## config.mk

```make
export PLATFORM = sky130hd
export DESIGN_NAME = ring_inject
export DESIGN_NICKNAME = d
export VERILOG_FILES = /design/src/rtl/ring_inject.sv
export SDC_FILE = /design/constraint.sdc
export NUM_CORES = 1
export LEC_CHECK = 0
export ABC_CLOCK_PERIOD_IN_PS = 11200
export BUFFER_PORTS_ARGS = -buffer_cell sky130_fd_sc_hd__buf_2
export CORE_MARGIN = 5
export CORE_UTILIZATION = 48
export DETAILED_ROUTE_END_ITERATION = 10
export GPL_ROUTABILITY_DRIVEN = 0
export PLACE_DENSITY = 0.76
export SLEW_MARGIN = 25
export SYNTH_ARGS = -nofsm -noshare
export SYNTH_HDL_FRONTEND = slang
export SYNTH_SLANG_ARGS = --single-unit
export TNS_END_PERCENT = 20
```

## constraint.sdc

```tcl
create_clock -name clk -period 11.2 [get_ports clk]
set_input_delay 1.12 -clock clk [delete_from_list [all_inputs] [get_ports clk]]
set_output_delay 1.12 -clock clk [all_outputs]
set_load 0.01 [all_outputs]
```

## src/rtl/ring_inject.sv

```systemverilog
// Ring slot injector: forwards ring flits with one cycle of latency and fills
// empty slots from a local FIFO, flagging starvation when the ring stays busy.
module ring_inject #(
  parameter int W          = 144,
  parameter int VALID_BIT  = 0,
  parameter int DEPTH      = 4,
  parameter int STARVE_LIM = 8
) (
  input  logic                     clk,
  input  logic                     rst,
  input  logic [W-1:0]             ring_ci,
  input  logic                     inj_valid,
  input  logic [W-1:0]             inj_data,
  output logic                     inj_ready,
  output logic [W-1:0]             ring_co,
  output logic                     sel_co,
  output logic [$clog2(DEPTH):0]   inj_count,
  output logic                     starve
);

  localparam int AW = $clog2(DEPTH);
  localparam int CW = AW + 1;
  localparam logic [CW-1:0] DEPTH_C = CW'(DEPTH);
  localparam logic [7:0]    LIM_C   = 8'(STARVE_LIM);

  logic [W-1:0]  mem_q [DEPTH];
  logic [AW-1:0] wr_ptr_q, wr_ptr_d;
  logic [AW-1:0] rd_ptr_q, rd_ptr_d;
  logic [CW-1:0] count_q, count_d;
  logic [W-1:0]  ring_co_q, ring_co_d;
  logic          sel_q, sel_d;
  logic [7:0]    scnt_q, scnt_d;
  logic          starve_q, starve_d;

  logic [W-1:0]  flit_s;
  logic          ready_s;
  logic          push_s;
  logic          pop_s;

  // Readiness and injection decisions use start-of-cycle state only, so a
  // pushed flit can never bypass into the slot in the same cycle.
  assign ready_s = (count_q < DEPTH_C);
  assign push_s  = inj_valid & ready_s;
  assign pop_s   = ~ring_ci[VALID_BIT] & (count_q != {CW{1'b0}});

  always_comb begin
    flit_s            = inj_data;
    flit_s[VALID_BIT] = 1'b1;
  end

  always_comb begin
    wr_ptr_d  = wr_ptr_q;
    rd_ptr_d  = rd_ptr_q;
    count_d   = count_q;
    ring_co_d = ring_ci;
    sel_d     = 1'b0;
    scnt_d    = scnt_q;
    starve_d  = (scnt_q == LIM_C);

    if (push_s) begin
      wr_ptr_d = wr_ptr_q + AW'(1);
    end else begin
      wr_ptr_d = wr_ptr_q;
    end

    if (pop_s) begin
      rd_ptr_d  = rd_ptr_q + AW'(1);
      ring_co_d = mem_q[rd_ptr_q];
      sel_d     = 1'b1;
    end else begin
      rd_ptr_d  = rd_ptr_q;
      ring_co_d = ring_ci;
      sel_d     = 1'b0;
    end

    case ({push_s, pop_s})
      2'b10:   count_d = count_q + CW'(1);
      2'b01:   count_d = count_q - CW'(1);
      default: count_d = count_q;
    endcase

    if (pop_s || (count_q == {CW{1'b0}})) begin
      scnt_d = 8'd0;
    end else if (ring_ci[VALID_BIT] && (scnt_q < LIM_C)) begin
      scnt_d = scnt_q + 8'd1;
    end else begin
      scnt_d = scnt_q;
    end
  end

  always_ff @(posedge clk) begin
    if (rst) begin
      wr_ptr_q  <= {AW{1'b0}};
      rd_ptr_q  <= {AW{1'b0}};
      count_q   <= {CW{1'b0}};
      ring_co_q <= {W{1'b0}};
      sel_q     <= 1'b0;
      scnt_q    <= 8'd0;
      starve_q  <= 1'b0;
    end else begin
      wr_ptr_q  <= wr_ptr_d;
      rd_ptr_q  <= rd_ptr_d;
      count_q   <= count_d;
      ring_co_q <= ring_co_d;
      sel_q     <= sel_d;
      scnt_q    <= scnt_d;
      starve_q  <= starve_d;
    end
  end

  // Storage is not cleared on reset; the reset pointers make stale entries unreachable.
  always_ff @(posedge clk) begin
    if (!rst && push_s) begin
      mem_q[wr_ptr_q] <= flit_s;
    end
  end

  assign inj_ready = ready_s;
  assign ring_co   = ring_co_q;
  assign sel_co    = sel_q;
  assign inj_count = count_q;
  assign starve    = starve_q;

endmodule
```

==> run metrics, run 1 <==
status completed; Worst Setup End Kind flip-flop; mux cell area share after synthesis 12.52%; GR peak layer met2; largest area contributor in the netlist edfxtp_1; Post-synth EDFFs 572; Antenna Violating Nets Remaining 0; Post-CTS Setup Inserts 0; maximum level of the CTS H-tree 3; FF-to-FF setup slack 8.09 ns; Worst R2R End ring_co[105]; CP cell instances buf_4, buf_4, mux4_2, a22o_1; Seq cells post-synth 735; worst hold path class flip-flop to flip-flop; PD cells 224.6 nW/um^2; CP max FO 37; WS Path Type flip-flop to flip-flop; met1 GRT Util 24.13%; Synth Area in Simple Gates 0.8076%; # rows 84; CTS buffer count 75; Synth Warn # 0; drt drc 0; Seq/Total Area, Yosys 79.48%; post-synthesis net count 1462; DR vias 13.14k; final hold violation count 0; Cell Area, Synth 25720 sq um; clock root cell clkbuf_16; Max IR drop VDD 0.1479 mV; CP top delay family buffers and inverters; most frequent cells after synthesis edfxtp_1, dfxtp_1, a22o_1, mux4_2, buf_2; core area 52870 sq um; # resized after CTS 0; Main synth FF type edfxtp_1; non-filler instance count after layout 2392; Crit path top cell by count buf_4; CP max stage delay 0.71 ns; Tot Pwr 7.012 mW; synthesized area per cell 22.11 sq um; Layout area overhead 21.40%; area fraction of the dominant cell type after synthesis 66.79%; gr ovfl total 0; number of I/O port buffers 439; top-count cell post-synth edfxtp_1; clock latency on the worst-skew pair 0.61 ns; Die Y 241.5 um; area share of fa/ha/maj cells after synthesis 0.4184%; I/O pin cnt 441; Clock Skew 0.02244 ns; drt first pass iters 6; setup_tns 0 ns; Via-to-Cell Ratio 5.492; NumNets Final 1930; R2R depth 4; WL/cell 22.60 um; Static Leak 11.20 nW; synth top area cells edfxtp_1, dfxtp_1, mux4_2; largest family of logic cells by synthesized area multiplexers; clk buf depth 3; Slew headroom 30.14%; Worst setup SP type flip-flop; vias in the first global route 13.77k; first-pass GRT wire length 80.43 mm; area occupied by multi-input gates 4943 sq um; Critical-path top delay cell dfxtp_4; Die W 241.5 um; f_max 0.3211 GHz; largest net degree at the start of global routing 84; Slew Limit Fails 0; Reg clk slew, reported paths 0.06 ns; GRT met2 Usage 28.90%; post-layout util 59.06%; xor/xnor share of the synthesized area 0.1022%; fillers 3724; final worst path period share 27.80%; Fin Hold WS 0.4854 ns; CTS tree built; clk sinks 735; initial antenna violation count 20; DP HPWL 33.86 mm; Unique masters post-synth 32; cells after synthesis 1163; routed wire length 54.07 mm; die area 58310 sq um; Initial Utilization 48.65%; Critical Path AT 3.59 ns; # setup viols final 0; share of layout cells above drive strength 1 43.21%; Final Critical Period 3.114 ns; Inst Count DP 2242; max-cap violation count 0; unrepaired setup endpoints after global routing no; Total GRT Usage 18.09%; Slew @ Worst Pin 1.048 ns; critical path endpoint ring_co[105]; CTS Hold Bufs 0; Buf/Inv on CP 2; path length in cells of the critical path 4; grt met3 use 5.533%; CP required 11.68 ns; Async SR Flop Fraction 0%; Iteration-0 DRC Markers 1030; FF/Latch Area 20450 sq um; Synth Area in Compound Gates 5.279%
-- layer usage --
metal | up-vias | share of wire (%)
met1 | 6690 | 39
met3 | 96 | 9.3
met5 | - | 0.20
met4 | 18 | 2.0
li1 | 5801 | -
met2 | 533 | 49
-- cell usage in the layout, fill, tap and decap left out, types with 3 or more instances in the layout --
cell / count
a22o_1: 143
and2_1: 4
edfxtp_1: 572
dfxtp_1: 161
buf_2: 439
diode_2: 10
o21ai_0: 4
mux4_2: 143
and2_4: 4
inv_6: 4
or3_1: 4
inv_1: 12
ha_1: 7
a21oi_1: 9
buf_4: 16
clkinv_2: 11
clkbuf_8: 19
clkbuf_1: 17
nand2_1: 3
clkbuf_16: 79
nor2_1: 8
bufinv_16: 4
-- tightest hold or removal path, cell delays in order, from the launching register on --
cell and delay, ns:
dfxtp_1 0.34, nand2_1 0.07, nor4_1 0.04
-- logic make-up after synthesis --
family,Yosys count
AND/OR/NAND/NOR,36
adder cells (fa/ha/maj),8
XOR/XNOR,3
buffers and inverters,77
flip-flops,735
AO/OA/AOI/OAI,161
multiplexers,143
-- report_power, final --
part	switching (mW)	internal [mW]
Combinational	0.601	0.553
Clock	1.00	1.52
Sequential	0.100	3.24
-- registers in the layout (all words and copies together) (netlist names), named ones only --
register / count
inj_count: 3
ring_co: 144
rd_ptr_q: 2
starve: 1
wr_ptr_q: 2
mem_q: 572
scnt_q: 8
sel_co: 1
-- final cells by class --
| type | instances | area share, % |
|---|---|---|
| diodes | 10 | 0.08015 |
| repair buffers | 456 | 7.458 |
| clock inverters | 25 | 0.8616 |
| clock buffers | 115 | 7.374 |
| flip-flops and latches | 735 | 65.49 |
| inverters | 12 | 0.1443 |
| well taps | 688 | 2.757 |
| multi-input cells | 351 | 15.83 |
-- stage by stage --
step / worst slack (ns) / cell area, sq um
floorplan: 5.803 / 25720
global placement: 7.630 / 28620
detailed placement: 7.572 / 28620
CTS: 7.927 / 31190
global route: 7.679 / 31210
finish: 8.086 / 31220
-- how the worst min path moves through the flow --
| stage | end | cells past startpoint | slack, ns | start |
|---|---|---|---|---|
| after floorplan | starve | 1 | 0.43 | scnt_q[2] |
| after global placement | starve | 1 | 0.45 | scnt_q[2] |
| after detailed placement | starve | 1 | 0.47 | scnt_q[2] |
| after CTS | starve | 2 | 0.48 | scnt_q[3] |
| after global routing | starve | 2 | 0.49 | scnt_q[3] |
| final | starve | 2 | 0.49 | scnt_q[3] |
(Power assumes the default switching activity.)
==> inputs of run 2 (changes only) <==
ABC_CLOCK_PERIOD_IN_PS = 2900   (was 11200)
clock period = 2.9 ns   (was 11.2 ns; I/O delays follow)
==> run metrics, run 2 (synthesis gave the netlist of run 1 again) <==
max-cap violation count 0 (unchanged); core area 52870 sq um (unchanged); routed wire length 63.91 mm (was 54.07 mm); # rows 84 (unchanged); Max IR drop VDD 0.8264 mV (was 0.1479 mV); f_max 0.4517 GHz (was 0.3211 GHz); CTS tree built (unchanged); Worst R2R End mem_q[0][108] (was ring_co[105]); worst hold start rst (was scnt_q[3]); Hold EP wr_ptr_q[0] (was starve); WS Path Type flip-flop to flip-flop (unchanged); CP max stage delay 0.53 ns (was 0.71 ns); Net Switching 6.975 mW (was 1.705 mW); Reg clk slew, reported paths 0.06 ns (about the same); Worst setup SP type flip-flop (unchanged); status completed (unchanged); maximum level of the CTS H-tree 3 (unchanged); share of layout cells above drive strength 1 37.47% (was 43.21%); Tot Pwr 27.74 mW (was 7.012 mW); drt drc 0 (unchanged); DP HPWL 35.57 mm (was 33.86 mm); Slew Limit Fails 0 (unchanged); Critical-path top delay cell and2_4 (was dfxtp_4); Via-to-Cell Ratio 5.515 (was 5.492); Layout area overhead 34.20% (was 21.40%); Largest Register mem_q (unchanged); Static Leak 12.55 nW (was 11.20 nW); CP top delay family simple AND/OR/NAND/NOR gates (was buffers and inverters); Critical Path AT 2.49 ns (was 3.59 ns); clk sinks 735 (unchanged); drt first pass iters 5 (was 6); # setup viols final 0 (unchanged); CTS buffer count 73 (was 75); Final Worst Setup Slack 0.6861 ns (was 8.086 ns); post-layout util 65.28% (was 59.06%); clock latency on the worst-skew pair 0.61 ns (about the same); final hold violation count 0 (unchanged); CP cell instances nor2b_1, inv_1, nor2_1, and2_4, buf_4 (was buf_4, buf_4, mux4_2, a22o_1); Final Critical Period 2.214 ns (was 3.114 ns); Clock power frac 34.7% (was 36.0%); CP required 3.17 ns (was 11.68 ns); gr ovfl total 0 (unchanged); sequential power share 46.4% (was 47.6%); pre-CTS WS 0.6884 ns (was 7.572 ns); Iteration-0 DRC Markers 1129 (was 1030); crit path from inj_count[2]; Worst Setup End Kind flip-flop (unchanged); Die W 241.5 um (unchanged); unrepaired setup endpoints after global routing no (unchanged); die area 58310 sq um (unchanged); Internal Power 20.76 mW (was 5.307 mW); first-pass GRT wire length 94.70 mm (was 80.43 mm); final worst path period share 76.34% (was 27.80%); WHS Path Cells 2 (unchanged); commonest non-fill, non-tap cell in the layout edfxtp_1 (unchanged); fraction of power spent switching nets 25.15% (was 24.32%); vias in the first global route 15.82k (was 13.77k); Clock Skew 0.02369 ns (was 0.02244 ns); CP max FO 23 (was 37); Buf/Inv on CP 2 (unchanged); most frequent cells in the layout edfxtp_1, buf_2, dlygate4sd3_1 (was edfxtp_1, buf_2, dfxtp_1); R2R depth 5 (was 4); initial antenna violation count 14 (was 20); WL/cell 23.66 um (was 22.60 um); NumNets Final 2237 (was 1930); DR vias 14.90k (was 13.14k); Initial Utilization 48.65% (unchanged); PD cells 803.7 nW/um^2 (was 224.6 nW/um^2); combinational group share of total power 18.9% (was 16.5%); Slew @ Worst Pin 0.8130 ns (was 1.048 ns); Die Y 241.5 um (unchanged); largest net degree at the start of global routing 81 (was 84); I/O pin cnt 441 (unchanged); clock root cell clkbuf_16 (unchanged); max FFs per register 572 (unchanged); Total GRT Usage 21.49% (was 18.09%); FF-to-FF setup slack 0.69 ns (was 8.09 ns); R2R Path Start inj_count[2]; worst hold path class primary input to flip-flop (was flip-flop to flip-flop); Antenna Violating Nets Remaining 0 (unchanged); number of I/O port buffers 439 (unchanged); clk buf depth 3 (unchanged); Slew headroom 45.80% (was 30.14%)
run 2: changes by cell type in the layout (fill, tap and decap cells not counted), sizes merged:
cell | before | now
clkbuf | 115 | 105
bufinv | 4 | 5
dlygate4sd3 | 0 | 286
diode | 10 | 14
inv | 17 | 15
clkinv | 15 | 22
buf | 456 | 479
run 2: worst register-to-register path, delay by kind of cell (launching register included):
| kind | cells | cell delay [ns] |
|---|---|---|
| AND/OR/NAND/NOR | 3 | 1.01 |
| buffers and inverters | 2 | 0.51 |
| flip-flops | 1 | 0.36 |
run 2: what timing repair did:
action                                  4_1_cts  5_1_grt
hold endpoints to repair                    715        0
resized for setup                             0        0
setup buffers                                 0        0
hold buffers                                286        0
endpoints found under the setup margin        0        0
run 2: stage by stage:
stage          hold WS [ns]  std cells  instance area (sq um)  setup TNS [ns]
3_3_place_gp         0.4499       2265                  29120               0
2_1_floorplan        0.3889       1163                  25720          -82.96
4_1_cts             0.02129       2687                  34480               0
5_1_grt             0.05330       2699                  34510               0
3_5_place_dp         0.4572       2265                  29120               0
6_report            0.07166       2701                  34510               0
run 2: area by class of cell:
type                       count  area (sq um)
antenna                       14         35.03
clock buffer                 105          2162
clock inverter                31         332.8
fill                        3308         18350
inverter                      12         45.04
multi-input combinational    351          4943
sequential                   735         20450
tap                          688         860.8
timing repair buffer         765          5685
run 2: how the worst max path moves through the flow:
stage / to / slack (ns) / cells after the start
final: mem_q[0][108] / 0.69 / 5
after global routing: mem_q[0][84] / 0.52 / 5
after CTS: mem_q[0][108] / 0.68 / 5
after detailed placement: mem_q[0][112] / 0.69 / 6
after global placement: mem_q[0][112] / 0.72 / 6
after floorplan: mem_q[0][0] / -0.15 / 4
run 2: per-layer routing:
metal | vias to the layer above | track usage (%) | share of wire (%)
met5 | - | 0 | 0.011
met4 | 2 | 8.070 | 3.4
met3 | 136 | 5.282 | 8.4
met2 | 742 | 37.14 | 52
met1 | 7609 | 26.48 | 36
li1 | 6407 | - | -
run 2: power by group through the flow:
stage	Combinational, mW	Clock (mW)	Sequential [mW]
CTS	5.20	9.74	12.8
global route	5.61	10.3	12.9
detailed placement	4.86	0	13.0
global placement	4.78	0	13.0
finish	5.24	9.63	12.9
floorplan	2.72	0	13.3
==> inputs of run 3 (changes only) <==
ABC_CLOCK_PERIOD_IN_PS = 2050   (was 2900)
clock period = 2.05 ns   (was 2.9 ns; I/O delays follow)
==> run metrics, run 3 (synthesis gave the netlist of run 1 again) <==
CTS buffer count 74 (was 73); die area 58310 sq um (unchanged); share of layout cells above drive strength 1 38.21% (was 37.47%); Slew @ Worst Pin 0.9086 ns (was 0.8130 ns); Buf/Inv on CP 1 (was 2); sequential power share 45.9% (was 46.4%); Initial Utilization 48.65% (unchanged); # rows 84 (unchanged); Final Critical Period 1.918 ns (was 2.214 ns); vias in the first global route 15.81k (was 15.82k); setup_tns 0 ns (unchanged); maximum level of the CTS H-tree 3 (unchanged); PD cells 1141 nW/um^2 (was 803.7 nW/um^2); first-pass GRT wire length 93.53 mm (was 94.70 mm); Final Instance Area 34700 sq um (was 34510 sq um); Worst setup SP type flip-flop (unchanged); gr ovfl total 0 (unchanged); final worst path period share 93.57% (was 76.34%); Inst Count DP 2272 (was 2265); worst hold path class primary input to flip-flop (unchanged); Layout area overhead 34.94% (was 34.20%); Antenna Violating Nets Remaining 0 (unchanged); combinational group share of total power 19.5% (was 18.9%); unrepaired setup endpoints after global routing no (unchanged); CP cell instances nor3_2, nor2_1, ha_1, inv_1, fa_1, xor2_1, or3_1, a21oi_1 (was nor2b_1, inv_1, nor2_1, and2_4, buf_4); max-cap violation count 0 (unchanged); Critical Path AT 2.44 ns (was 2.49 ns); Die W 241.5 um (unchanged); post-layout util 65.64% (was 65.28%); Static Leak 12.64 nW (was 12.55 nW); Largest Register mem_q (unchanged); CP max FO 7 (was 23); Iteration-0 DRC Markers 1210 (was 1129); clock root cell clkbuf_16 (unchanged); CP max stage delay 0.39 ns (was 0.53 ns); status completed (unchanged); largest net degree at the start of global routing 76 (was 81); Max IR drop VDD 0.8904 mV (was 0.8264 mV); Slew headroom 39.43% (was 45.80%); CP top delay family adder cells (was simple AND/OR/NAND/NOR gates); placed inst area 29260 sq um (was 29120 sq um); Via-to-Cell Ratio 5.505 (was 5.515); Worst Setup End Kind flip-flop (unchanged); WL/cell 23.33 um (was 23.66 um); initial antenna violation count 11 (was 14); Total GRT Usage 21.06% (was 21.49%); max FFs per register 572 (unchanged); number of I/O port buffers 439 (unchanged); clk sinks 735 (unchanged); Post-CTS Setup Inserts 0 (unchanged); DR vias 14.92k (was 14.90k); f_max 0.5213 GHz (was 0.4517 GHz); most frequent cells in the layout edfxtp_1, buf_2, dlygate4sd3_1 (unchanged); clk buf depth 3 (unchanged); commonest non-fill, non-tap cell in the layout edfxtp_1 (unchanged); DP HPWL 36.83 mm (was 35.57 mm); # setup viols final 0 (unchanged); Fin Hold WS 0.07987 ns (was 0.07166 ns); I/O pin cnt 441 (unchanged); Slew Limit Fails 0 (unchanged); Clock Skew 0.03055 ns (was 0.02369 ns); drt drc 0 (unchanged); Clock power frac 34.6% (was 34.7%); drt first pass iters 5 (unchanged); CTS tree built (unchanged); R2R depth 8 (was 5); CP required 2.57 ns (was 3.17 ns); Net Switching 10.01 mW (was 6.975 mW); routed wire length 63.23 mm (was 63.91 mm); NumNets Final 2247 (was 2237); clock latency on the worst-skew pair 0.62 ns (was 0.61 ns); Internal Power 29.58 mW (was 20.76 mW); final hold violation count 0 (unchanged); WS Path Type flip-flop to flip-flop (unchanged); WHS Path Cells 3 (was 2); Critical-path top delay cell dfxtp_4 (was and2_4); non-filler instance count after layout 2710 (was 2701); Die Y 241.5 um (unchanged); path length in cells of the critical path 8 (was 5); fraction of power spent switching nets 25.29% (was 25.15%); core area 52870 sq um (unchanged); Reg clk slew, reported paths 0.06 ns (about the same)
==> run 3: cell types whose count changed in the layout (fill, tap and decap cells not counted), sizes merged <==
| cell | before | now |
|---|---|---|
| inv | 15 | 23 |
| buf | 479 | 486 |
| clkbuf | 105 | 101 |
| clkinv | 22 | 19 |
| diode | 14 | 12 |
| dlygate4sd3 | 286 | 288 |
| clkinvlp | 1 | 2 |
==> run 3: worst register-to-register path, cell delays in order (launching register included) <==
cell and delay (ns):
dfxtp_4 0.39, nor3_2 0.06, nor2_1 0.13, ha_1 0.21
inv_1 0.07, fa_1 0.38, xor2_1 0.16, or3_1 0.30
a21oi_1 0.14
==> run 3: path summary, 6_finish.rpt <==
check	start	end	slack [ns]
worst max register to register	inj_count[2]	inj_count[2]	0.13
worst min-delay path	rst	inj_count[0]	0.08
worst min register to register	scnt_q[2]	starve	0.47
worst max-delay path	inj_count[2]	inj_count[2]	0.13
==> run 3: layout make-up <==
cell class	instances	area (sq um)
multi-input cells	351	4959
flip-flops and latches	735	20450
clock inverters	37	381.6
clock buffers	101	2140
well taps	688	860.8
fillers	3251	18160
inverters	12	45.04
diodes	12	30.03
repair buffers	774	5833
==> run 3: through the flow <==
stage	power (mW)	setup slack [ns]
floorplan	22.63	-0.1055
global placement	25.34	0.1477
CTS	39.69	0.06974
global route	41.09	0.004034
finish	39.59	0.1318
detailed placement	25.56	0.08949
==> run 3: routing by layer <==
layer / vias up / GRT usage [%] / part of all wire [%]
met5: - / 0 / 0.036
met4: 4 / 6.463 / 2.9
met3: 126 / 5.203 / 8.1
met2: 758 / 36.23 / 52
met1: 7582 / 26.81 / 37
li1: 6449 / - / -
==> run 3: what timing repair did <==
action	4_1_cts	5_1_grt
gates resized for setup	0	3
hold buffers	288	0
endpoints found under the setup margin	0	3
hold endpoints to repair	718	0
==> run 3: power by group through the flow <==
stage	Clock, mW	Combinational (mW)	Sequential, mW
floorplan	0	3.87	18.8
global placement	0	7.03	18.3
detailed placement	0	7.16	18.4
CTS	13.9	7.66	18.1
global route	14.6	8.23	18.3
finish	13.7	7.72	18.2
